**config.mk**
```make
export PLATFORM = sky130hd
export DESIGN_NAME = seq_chunk_sub
export DESIGN_NICKNAME = d
export VERILOG_FILES = /design/src/rtl/seq_chunk_sub.sv
export SDC_FILE = /design/constraint.sdc
export NUM_CORES = 1
export LEC_CHECK = 0
export ABC_CLOCK_PERIOD_IN_PS = 5500
export BUFFER_PORTS_ARGS = -buffer_cell sky130_fd_sc_hd__clkbuf_2
export CORE_ASPECT_RATIO = 1.75
export CORE_MARGIN = 2
export CORE_UTILIZATION = 50
export DETAILED_ROUTE_END_ITERATION = 16
export PLACE_DENSITY = 0.8
export REMOVE_ABC_BUFFERS = 1
export SYNTH_ARGS = -nofsm -noshare
export SYNTH_HDL_FRONTEND = slang
export SYNTH_SLANG_ARGS = --single-unit
```
**constraint.sdc**
```tcl
create_clock -name clk -period 5.5 [get_ports clk]
set_input_delay 0.275 -clock clk [delete_from_list [all_inputs] [get_ports clk]]
set_output_delay 0.275 -clock clk [all_outputs]
set_load 0.01 [all_outputs]
```
**src/rtl/seq_chunk_sub.sv**
```systemverilog
// ----------------------------------------------------------------------------
// seq_chunk_sub
//   Multi-cycle subtractor computing diff = a - b - bin over WIDTH bits.
//   CHUNK bits are processed per clock. The borrow ripples between chunks
//   through a register, so a full result takes NCHUNK = WIDTH/CHUNK compute
//   cycles. Optional unsigned saturation clamps the result to 0 when the
//   final borrow is set. A zero flag reports the post-saturation result.
//
// Ports
//   clk        rising-edge clock
//   rst_n      synchronous active-low reset
//   in_valid   operands present on a/b/bin/sat
//   in_ready   block can accept operands (IDLE only)
//   a, b       minuend / subtrahend, WIDTH bits
//   bin        borrow-in
//   sat        1 = clamp result to 0 on final borrow
//   out_valid  result available (DONE)
//   out_ready  consumer accepts result
//   diff       result, WIDTH bits
//   bout       final borrow-out (a < b + bin, unsigned)
//   zero       diff == 0 after saturation
// ----------------------------------------------------------------------------
module seq_chunk_sub #(
   parameter int WIDTH = 16,
   parameter int CHUNK = 4
) (
   input  logic             clk,
   input  logic             rst_n,
   input  logic             in_valid,
   output logic             in_ready,
   input  logic [WIDTH-1:0] a,
   input  logic [WIDTH-1:0] b,
   input  logic             bin,
   input  logic             sat,
   output logic             out_valid,
   input  logic             out_ready,
   output logic [WIDTH-1:0] diff,
   output logic             bout,
   output logic             zero
);

   localparam int NCHUNK = WIDTH / CHUNK;
   localparam int CNT_W  = (NCHUNK > 1) ? $clog2(NCHUNK) : 1;
   localparam logic [CNT_W-1:0] LAST_CNT = CNT_W'(NCHUNK - 1);

   generate
      if (WIDTH < 1 || CHUNK < 1 || CHUNK > WIDTH || (WIDTH % CHUNK) != 0) begin : g_bad_params
         $error("seq_chunk_sub: WIDTH must be a positive multiple of CHUNK");
      end
   endgenerate

   typedef enum logic [1:0] {S_IDLE, S_RUN, S_DONE} state_t;

   state_t           r_state;
   state_t           w_state_next;

   logic [WIDTH-1:0] r_a;
   logic [WIDTH-1:0] r_b;
   logic [WIDTH-1:0] r_work;
   logic             r_sat;
   logic             r_borrow;
   logic [CNT_W-1:0] r_cnt;
   logic [WIDTH-1:0] r_diff;
   logic             r_bout;
   logic             r_zero;

   logic             w_accept;
   logic             w_last;
   logic [CHUNK:0]   w_sub;
   logic [WIDTH-1:0] w_work_next;
   logic [WIDTH-1:0] w_final;

   // Unsigned clamp: a final borrow with saturation enabled forces zero.
   function automatic logic [WIDTH-1:0] saturate(input logic [WIDTH-1:0] d,
                                                 input logic             en,
                                                 input logic             br);
      return (en && br) ? '0 : d;
   endfunction

   // Operands are shifted right each RUN cycle, so the active slice is
   // always in the low CHUNK bits. Result slices enter at the top of
   // r_work and shift down; after NCHUNK cycles slice 0 sits at bit 0.
   always_comb begin
      w_sub       = {1'b0, r_a[CHUNK-1:0]} - {1'b0, r_b[CHUNK-1:0]}
                    - {{CHUNK{1'b0}}, r_borrow};
      w_work_next = (r_work >> CHUNK)
                    | (WIDTH'(w_sub[CHUNK-1:0]) << (WIDTH - CHUNK));
      w_final     = saturate(w_work_next, r_sat, w_sub[CHUNK]);
      w_last      = (r_cnt == LAST_CNT);
   end

   always_ff @(posedge clk) begin
      if (!rst_n) begin
         r_state <= S_IDLE;
      end else begin
         r_state <= w_state_next;
      end
   end

   always_comb begin
      w_state_next = r_state;
      in_ready     = 1'b0;
      out_valid    = 1'b0;
      w_accept     = 1'b0;
      case (r_state)
         S_IDLE: begin
            in_ready = 1'b1;
            if (in_valid) begin
               w_accept     = 1'b1;
               w_state_next = S_RUN;
            end
         end
         S_RUN: begin
            if (w_last) begin
               w_state_next = S_DONE;
            end
         end
         S_DONE: begin
            out_valid = 1'b1;
            if (out_ready) begin
               w_state_next = S_IDLE;
            end
         end
         default: w_state_next = S_IDLE;
      endcase
   end

   always_ff @(posedge clk) begin
      if (!rst_n) begin
         r_a      <= '0;
         r_b      <= '0;
         r_work   <= '0;
         r_sat    <= 1'b0;
         r_borrow <= 1'b0;
         r_cnt    <= '0;
         r_diff   <= '0;
         r_bout   <= 1'b0;
         r_zero   <= 1'b0;
      end else if (w_accept) begin
         r_a      <= a;
         r_b      <= b;
         r_sat    <= sat;
         r_borrow <= bin;
         r_cnt    <= '0;
      end else if (r_state == S_RUN) begin
         r_a      <= r_a >> CHUNK;
         r_b      <= r_b >> CHUNK;
         r_work   <= w_work_next;
         r_borrow <= w_sub[CHUNK];
         r_cnt    <= r_cnt + 1'b1;
         // Outputs only change on the final slice, so they stay stable
         // through RUN and while DONE waits on out_ready.
         if (w_last) begin
            r_diff <= w_final;
            r_bout <= w_sub[CHUNK];
            r_zero <= (w_final == '0);
         end
      end
   end

   assign diff = r_diff;
   assign bout = r_bout;
   assign zero = r_zero;

endmodule

```
; Word-level counts from Yosys, hierarchy flattened
; Index checks and enable logic that the tools add are counted.
[word_totals]
reg_bits = 72
input_bits = 38
output_inout_bits = 20
[classes]
eq_ne = 6
mux = 15
n_reduce_logical = 8
bitwise_logic = 3
addsub = 3
[ops]
columns = cell, n
row1 = $mux W16, 5
row2 = $logic_not A16 Y1, 1
row3 = $or A12 B16 Y16, 1
row4 = $mux W1, 6
row5 = $mux W2, 3
row6 = $ne A2 B2 Y1 const B, 3
row7 = $pmux W2 S3, 1
row8 = $reduce_and A3 Y1, 2
row9 = $sub A4 B4 Y5, 1
row10 = $sub A5 B1 Y5, 1
row11 = $eq A2 B2 Y1 const B, 2
row12 = $add A2 B1 Y2 const B, 1
row13 = $eq A2 B1 Y1 const B, 1
row14 = $logic_not A2 Y1, 1
row15 = $not A1 Y1, 2
row16 = $reduce_and A2 Y1, 1
row17 = $reduce_bool A2 Y1, 1
row18 = $reduce_or A2 Y1, 1
row19 = $logic_and A1 B1 Y1, 1

; Logic depth before layout (Yosys ltp)
[depth]
depth_word = 5
mapped_depth = 9
mapped_depth_nobuf = 8

; Worst setup path before layout
; OpenSTA, ideal clock, no wires.
[synth_path]
path_type = flip-flop to flip-flop
startpoint = reg r_b[0]
endpoint = reg r_zero (netlist: zero)
synth_period_minus_slack_ns = 2.193
n_path_buf = 0
t_required_ns = 5.426
setup_slack_ns = 3.307
t_arrival_ns = 2.119
setup_time_ns = 0.074
path_stages_with_launch = 9
path_cell_list = dfxtp_1 inv_1 fa_1 inv_1 ha_1 o21a_1 or3_4 a2111o_1 a31oi_1
[synth_between]
elab_chain_cells = 5
word_cells_on_any_way = 6
classes_between = add/sub (2) / mux (1) / bitwise (1) / reduce/logical (2)
[synth_rtl]
columns = item, line_no
row1 = start: declaration, 58  ; logic [WIDTH-1:0] r_b;
row2 = start signal: assignment, 147  ; r_b <= r_b >> CHUNK;
row3 = $sub A4 B4 Y5 *, 84  ; w_sub = {1'b0, r_a[CHUNK-1:0]} - {1'b0, r_b[CHUNK-1:0]}
row4 = $sub A5 B1 Y5 *, 85  ; - {{CHUNK{1'b0}}, r_borrow};
row5 = $or A12 B16 Y16 / $logic_and A1 B1 Y1 (equally long branches), "87, 77"
row6 = $mux W16 *, 77  ; return (en && br) ? '0 : d;
row7 = $logic_not A16 Y1 *, 156  ; r_zero <= (w_final == '0);
row8 = end signal: assignment, 156
row9 = end: declaration, 65  ; logic r_zero;
; Every way passes the cells marked *; elsewhere a longest branch is shown, timed or not.
; A chain may end at the register's enable or synchronous reset.

; Final worst setup path
[layout_path]
startpoint = reg r_a[3]
endpoint = reg r_diff[15] (netlist: diff[15])
[layout_between]
elab_chain_cells = 4
word_cells_on_any_way = 5
classes_between = add/sub (2) / mux (1) / bitwise (1) / reduce/logical (1)
[layout_rtl]
columns = item, line_no
row1 = start: declaration, 57  ; logic [WIDTH-1:0] r_a;
row2 = start signal: assignment, 146  ; r_a <= r_a >> CHUNK;
row3 = $sub A4 B4 Y5 *, 84
row4 = $sub A5 B1 Y5 *, 85
row5 = $or A12 B16 Y16 / $logic_and A1 B1 Y1 (equally long branches), "87, 77"
row6 = $mux W16 *, 77
row7 = end signal: assignment, 154  ; r_diff <= w_final;
row8 = end: declaration, 63  ; logic [WIDTH-1:0] r_diff;
; Marks and branches as above.

==> results.md <==
- The post-layout minimum cycle time is 2402 ps.
- The total buffers and inverters traversed by the critical path is 2.
- At the end of routability-driven placement, the weighted congestion stood at 0.9061.
- The per-cell routed wire length is 13.28 microns.
- Wire segments on met2 add up to 3087 microns in the final route.
- The core region is 5540 sq um.
- The reg-to-reg critical path startpoint is r_a[3]$_SDFFE_PN0P_.
- The largest single stage delay on the critical path is 580 ps.
- The post-cts sizing count is 0.
- Derived from the worst setup path, the maximum achievable clock frequency is 416.4 MHz.
- In the final design database the tool counted 405 nets.
- The signal on the critical path passes through inv_1 -> ha_1 -> inv_1 -> ha_1 -> o21ai_0 -> o22ai_2 -> a21oi_2 -> a32o_1.
- The number of H-tree branching levels is 3.
- IR analysis of the VDD net gives a maximum drop of 183.0 uV.
- The max-slew violation count came to 0.
- The number of clock buffers added by TritonCTS is 9.
- The area of combinational cells with multiple inputs is 1366 sq um.
- The worst setup path is captured at a flip-flop.
- TritonCTS built the clock tree.
- The analysis attributes to cell leakage a power of 1.376 nW.
- The tool flagged a number of max-cap violations equal to 0.
- For this run, design rule violations remaining after detail routing come to 0.
- The die is 61.11 microns wide.
- After clock tree synthesis, the setup repair step added 0 buffers.
- The highest routing layer actually used is met4.
- Measured in cells, the most critical reg-to-reg path has a length of 8.
- The cell family contributing the most delay on the critical path is compound AO/OA/AOI/OAI gates.
- The max-slew headroom at the worst pin is 35.79%.
- Counting flops and latches in the post-synthesis netlist gives 68.
- The layout has 514 filler cells.
- The worst setup path is launched from a flip-flop.
- The effective utilization at floorplan is 51.51%.
- Adding up every negative setup slack in the final design gives 0 ps.
- The number of standard cells after synthesis is 308.
- The power density over the cells is 309.2 nW/um^2.
- The I/O pin total is 58.
- The floorplan step defined a die boundary enclosing 6352 sq um.
- A synthesized cell averages 9.266 sq um.
- Buffers placed on the I/O ports in this run total 57.
- At the worst endpoint, the required time is 5790 ps.
- The first-pass GRT wire length is 9977 microns.
- The height of the die is 103.9 microns.
- The setup slack of the worst register-to-register path is 3100 ps.
- The area occupied by registers is 1361 sq um.
- The number of cells after detailed placement is 423.
- The layout-stage area growth over the synthesis result is 16.79%.
- At the later pin of the worst-skew pair, clock insertion delay measures 350 ps.
- The critical path in this run is classified as reg -> reg.
- The flow ran to the end, and the final reports show no timing, DRC or antenna violations.
- The critical path ends at diff[15]$_SDFFE_PN0P_.
- The number of global-route vias before repair is 2300.
- Setup repair after global routing left no endpoint under its margin.
- The clock-pin slew of the registers on the worst-case setup and hold paths is 70 ps.
- The sequential share of the synthesized area is 47.70%.
- The endpoint identified for the worst register-to-register timing path is diff[15]$_SDFFE_PN0P_.
- Of all nets on the critical path, the largest fanout is 16.
- The placed wire-length estimate is 4074 microns.
- Counting buffers and inverters, the worst setup path is 8 cells deep.
- The buffer levels on the longest clock path is 2.
- The root buffer cell is sky130_fd_sc_hd__clkbuf_8.
- The slowest stage of the critical path is the sky130_fd_sc_hd__a21oi_2 cell.
- The length of the first detailed-routing pass in iterations is 4.
- The number of core rows is 36.
- The utilization after layout is 60.16%.
- Setup violations remaining at the end of the flow were counted as 0.
- Detailed routing placed a total of 274 microns of wire on met3.
- For this block, the routed nets add up to 5832 microns of wire.
- In this run, distinct cell masters in the synthesized netlist total 35.
- The number of warnings printed during yosys synthesis is 0.
- The global-route usage over all layers is 20.55%.
- The count of hold buffers inserted by post-cts repair is 0.
- The number of failing hold endpoints at the final stage is 0.
- The sum of routed wire segments on met1 is 2363 microns.
- After detailed routing, the number of vias per cell comes to 5.339.
- The clock net in this run drives a total of 68 sinks.
- In the finished design, the share of the clock period the worst path needs comes to 43.67%.
- For the pin with the worst max-slew slack, the measured transition is 962.1 ps.
- The final route contains 2344 vias.
- The synthesized netlist occupies a cell area of 2854 sq um.
- Leaving out filler cells and counting taps, the final layout contains 439.
- The initial antenna violation count came to 0.
- The path class of the tightest hold or removal check is in -> reg.
- The critical path starts at r_a[3]$_SDFFE_PN0P_.
- The detail route stage leaves a number of antenna-violating nets equal to 0.
- The layout cell share with drive strength beyond 1 is 22.87%.
- The data arrival at the endpoint of the critical path is 2690 ps.
- The pin count of the biggest net entering global routing is 54.
- The repair_antennas step left the layout with diodes totalling 0.
- On the final layout, the worst clock skew is 6.203 ps.
- For this block, the initial DRC count from the detailed router was 73.
- The remaining global-route overflow is 0.
sequential cells by signal, summed over array words and instances (netlist names):
| signal | flops |
|---|---|
| r_state | 2 |
| zero | 1 |
| r_cnt | 2 |
| r_sat | 1 |
| bout | 1 |
| r_borrow | 1 |
| r_work | 12 |
| r_a | 16 |
| r_b | 16 |
| diff | 16 |
per-layer routing:
metal,up-vias,track usage [%]
li1,1179,-
met1,1099,21.46
met2,55,35.49
met3,11,7.587
met4,0,7.764
met5,-,0
layout by cell type (no fill, tap or decap), types with 3 or more instances in the layout:
cell                        n
sky130_fd_sc_hd__dfxtp_1   68
sky130_fd_sc_hd__nand2_1   62
sky130_fd_sc_hd__clkbuf_2  57
sky130_fd_sc_hd__a21boi_0  39
sky130_fd_sc_hd__a22oi_1   25
sky130_fd_sc_hd__a22o_1    15
sky130_fd_sc_hd__inv_1     11
sky130_fd_sc_hd__nand3_1   11
sky130_fd_sc_hd__clkbuf_8  10
sky130_fd_sc_hd__nor2_1     9
sky130_fd_sc_hd__ha_1       7
sky130_fd_sc_hd__a21boi_1   6
sky130_fd_sc_hd__clkinv_2   4
sky130_fd_sc_hd__o21a_1     3
sky130_fd_sc_hd__o21ai_0    3
layout make-up:
type | instances | share of cell area (%)
Sequential cell | 68 | 40.84
Tap cell | 76 | 2.853
Multi-Input combinational cell | 209 | 40.99
Clock inverter | 5 | 0.8258
Timing Repair Buffer | 59 | 9.009
Inverter | 11 | 1.239
Clock buffer | 11 | 4.242
cells by family after synthesis:
family / count (synthesis) / synth area share [%]
XOR/XNOR: 3 / 0.9208
AND/OR/NAND/NOR: 99 / 15.61
adder cells (fa/ha/maj): 9 / 4.472
buffers and inverters: 31 / 4.734
AO/OA/AOI/OAI: 98 / 26.57
flip-flops: 68 / 47.70
cells in the mapped netlist (all sizes together):
cell | n | area share, %
a2111o | 1 | 0.39
a21boi | 45 | 12
a21oi | 2 | 0.48
a22o | 15 | 4.6
a22oi | 25 | 6.6
a31oi | 1 | 0.22
a32o | 1 | 0.35
and2 | 2 | 0.44
and3b | 1 | 0.35
buf | 11 | 2.1
clkbuf | 9 | 1.2
dfxtp | 68 | 48
fa | 2 | 1.4
ha | 7 | 3.1
inv | 11 | 1.4
nand2 | 62 | 8.2
nand2b | 2 | 0.44
nand3 | 11 | 1.9
nor2 | 10 | 1.4
nor2b | 3 | 0.66
nor3b | 3 | 0.96
nor4 | 2 | 0.44
o211a | 1 | 0.35
o21a | 3 | 0.79
o21ai | 3 | 0.53
o22ai | 1 | 0.44
or2 | 2 | 0.44
or3 | 1 | 0.39
xnor2 | 2 | 0.61
xor2 | 1 | 0.31
metrics by stage:
stage	power [mW]	cell area (sq um)	setup slack (ps)	hold WS (ps)
after CTS	1.042	3333	3099	149.6
after global routing	1.088	3333	2937	152.8
after global placement	0.6838	3164	3206	442.3
final	1.031	3333	3098	158.9
after floorplan	0.6370	2760	2640	392.5
after detailed placement	0.6919	3164	3121	452.7
power breakdown:
group	leakage (nW)	switching [mW]	total, mW	internal, mW
sequential	0.554	0.0158	0.531	0.516
clock	0.0889	0.178	0.351	0.172
combinational	0.733	0.0865	0.148	0.0619
worst min-delay path, stage by stage:
cell and delay [ps]:
sky130_fd_sc_hd__clkbuf_2 80, sky130_fd_sc_hd__nand2_1 40, sky130_fd_sc_hd__a21boi_0 60
worst min path at each step:
stage                                   start                 endpoint  slack, ps  cells past startpoint
after floorplan                         rst_n  r_state[0]$_SDFFE_PN0P_        390                      1
after global placement    r_b[8]$_SDFFE_PN0P_      r_b[8]$_SDFFE_PN0P_        440                      2
after detailed placement  r_b[8]$_SDFFE_PN0P_      r_b[8]$_SDFFE_PN0P_        450                      2
after CTS                               b[13]     r_b[13]$_SDFFE_PN0P_        150                      3
after global routing                    a[15]     r_a[15]$_SDFFE_PN0P_        150                      3
final                                   b[13]     r_b[13]$_SDFFE_PN0P_        160                      3
Note: power is estimated with default switching activity, not from simulation.
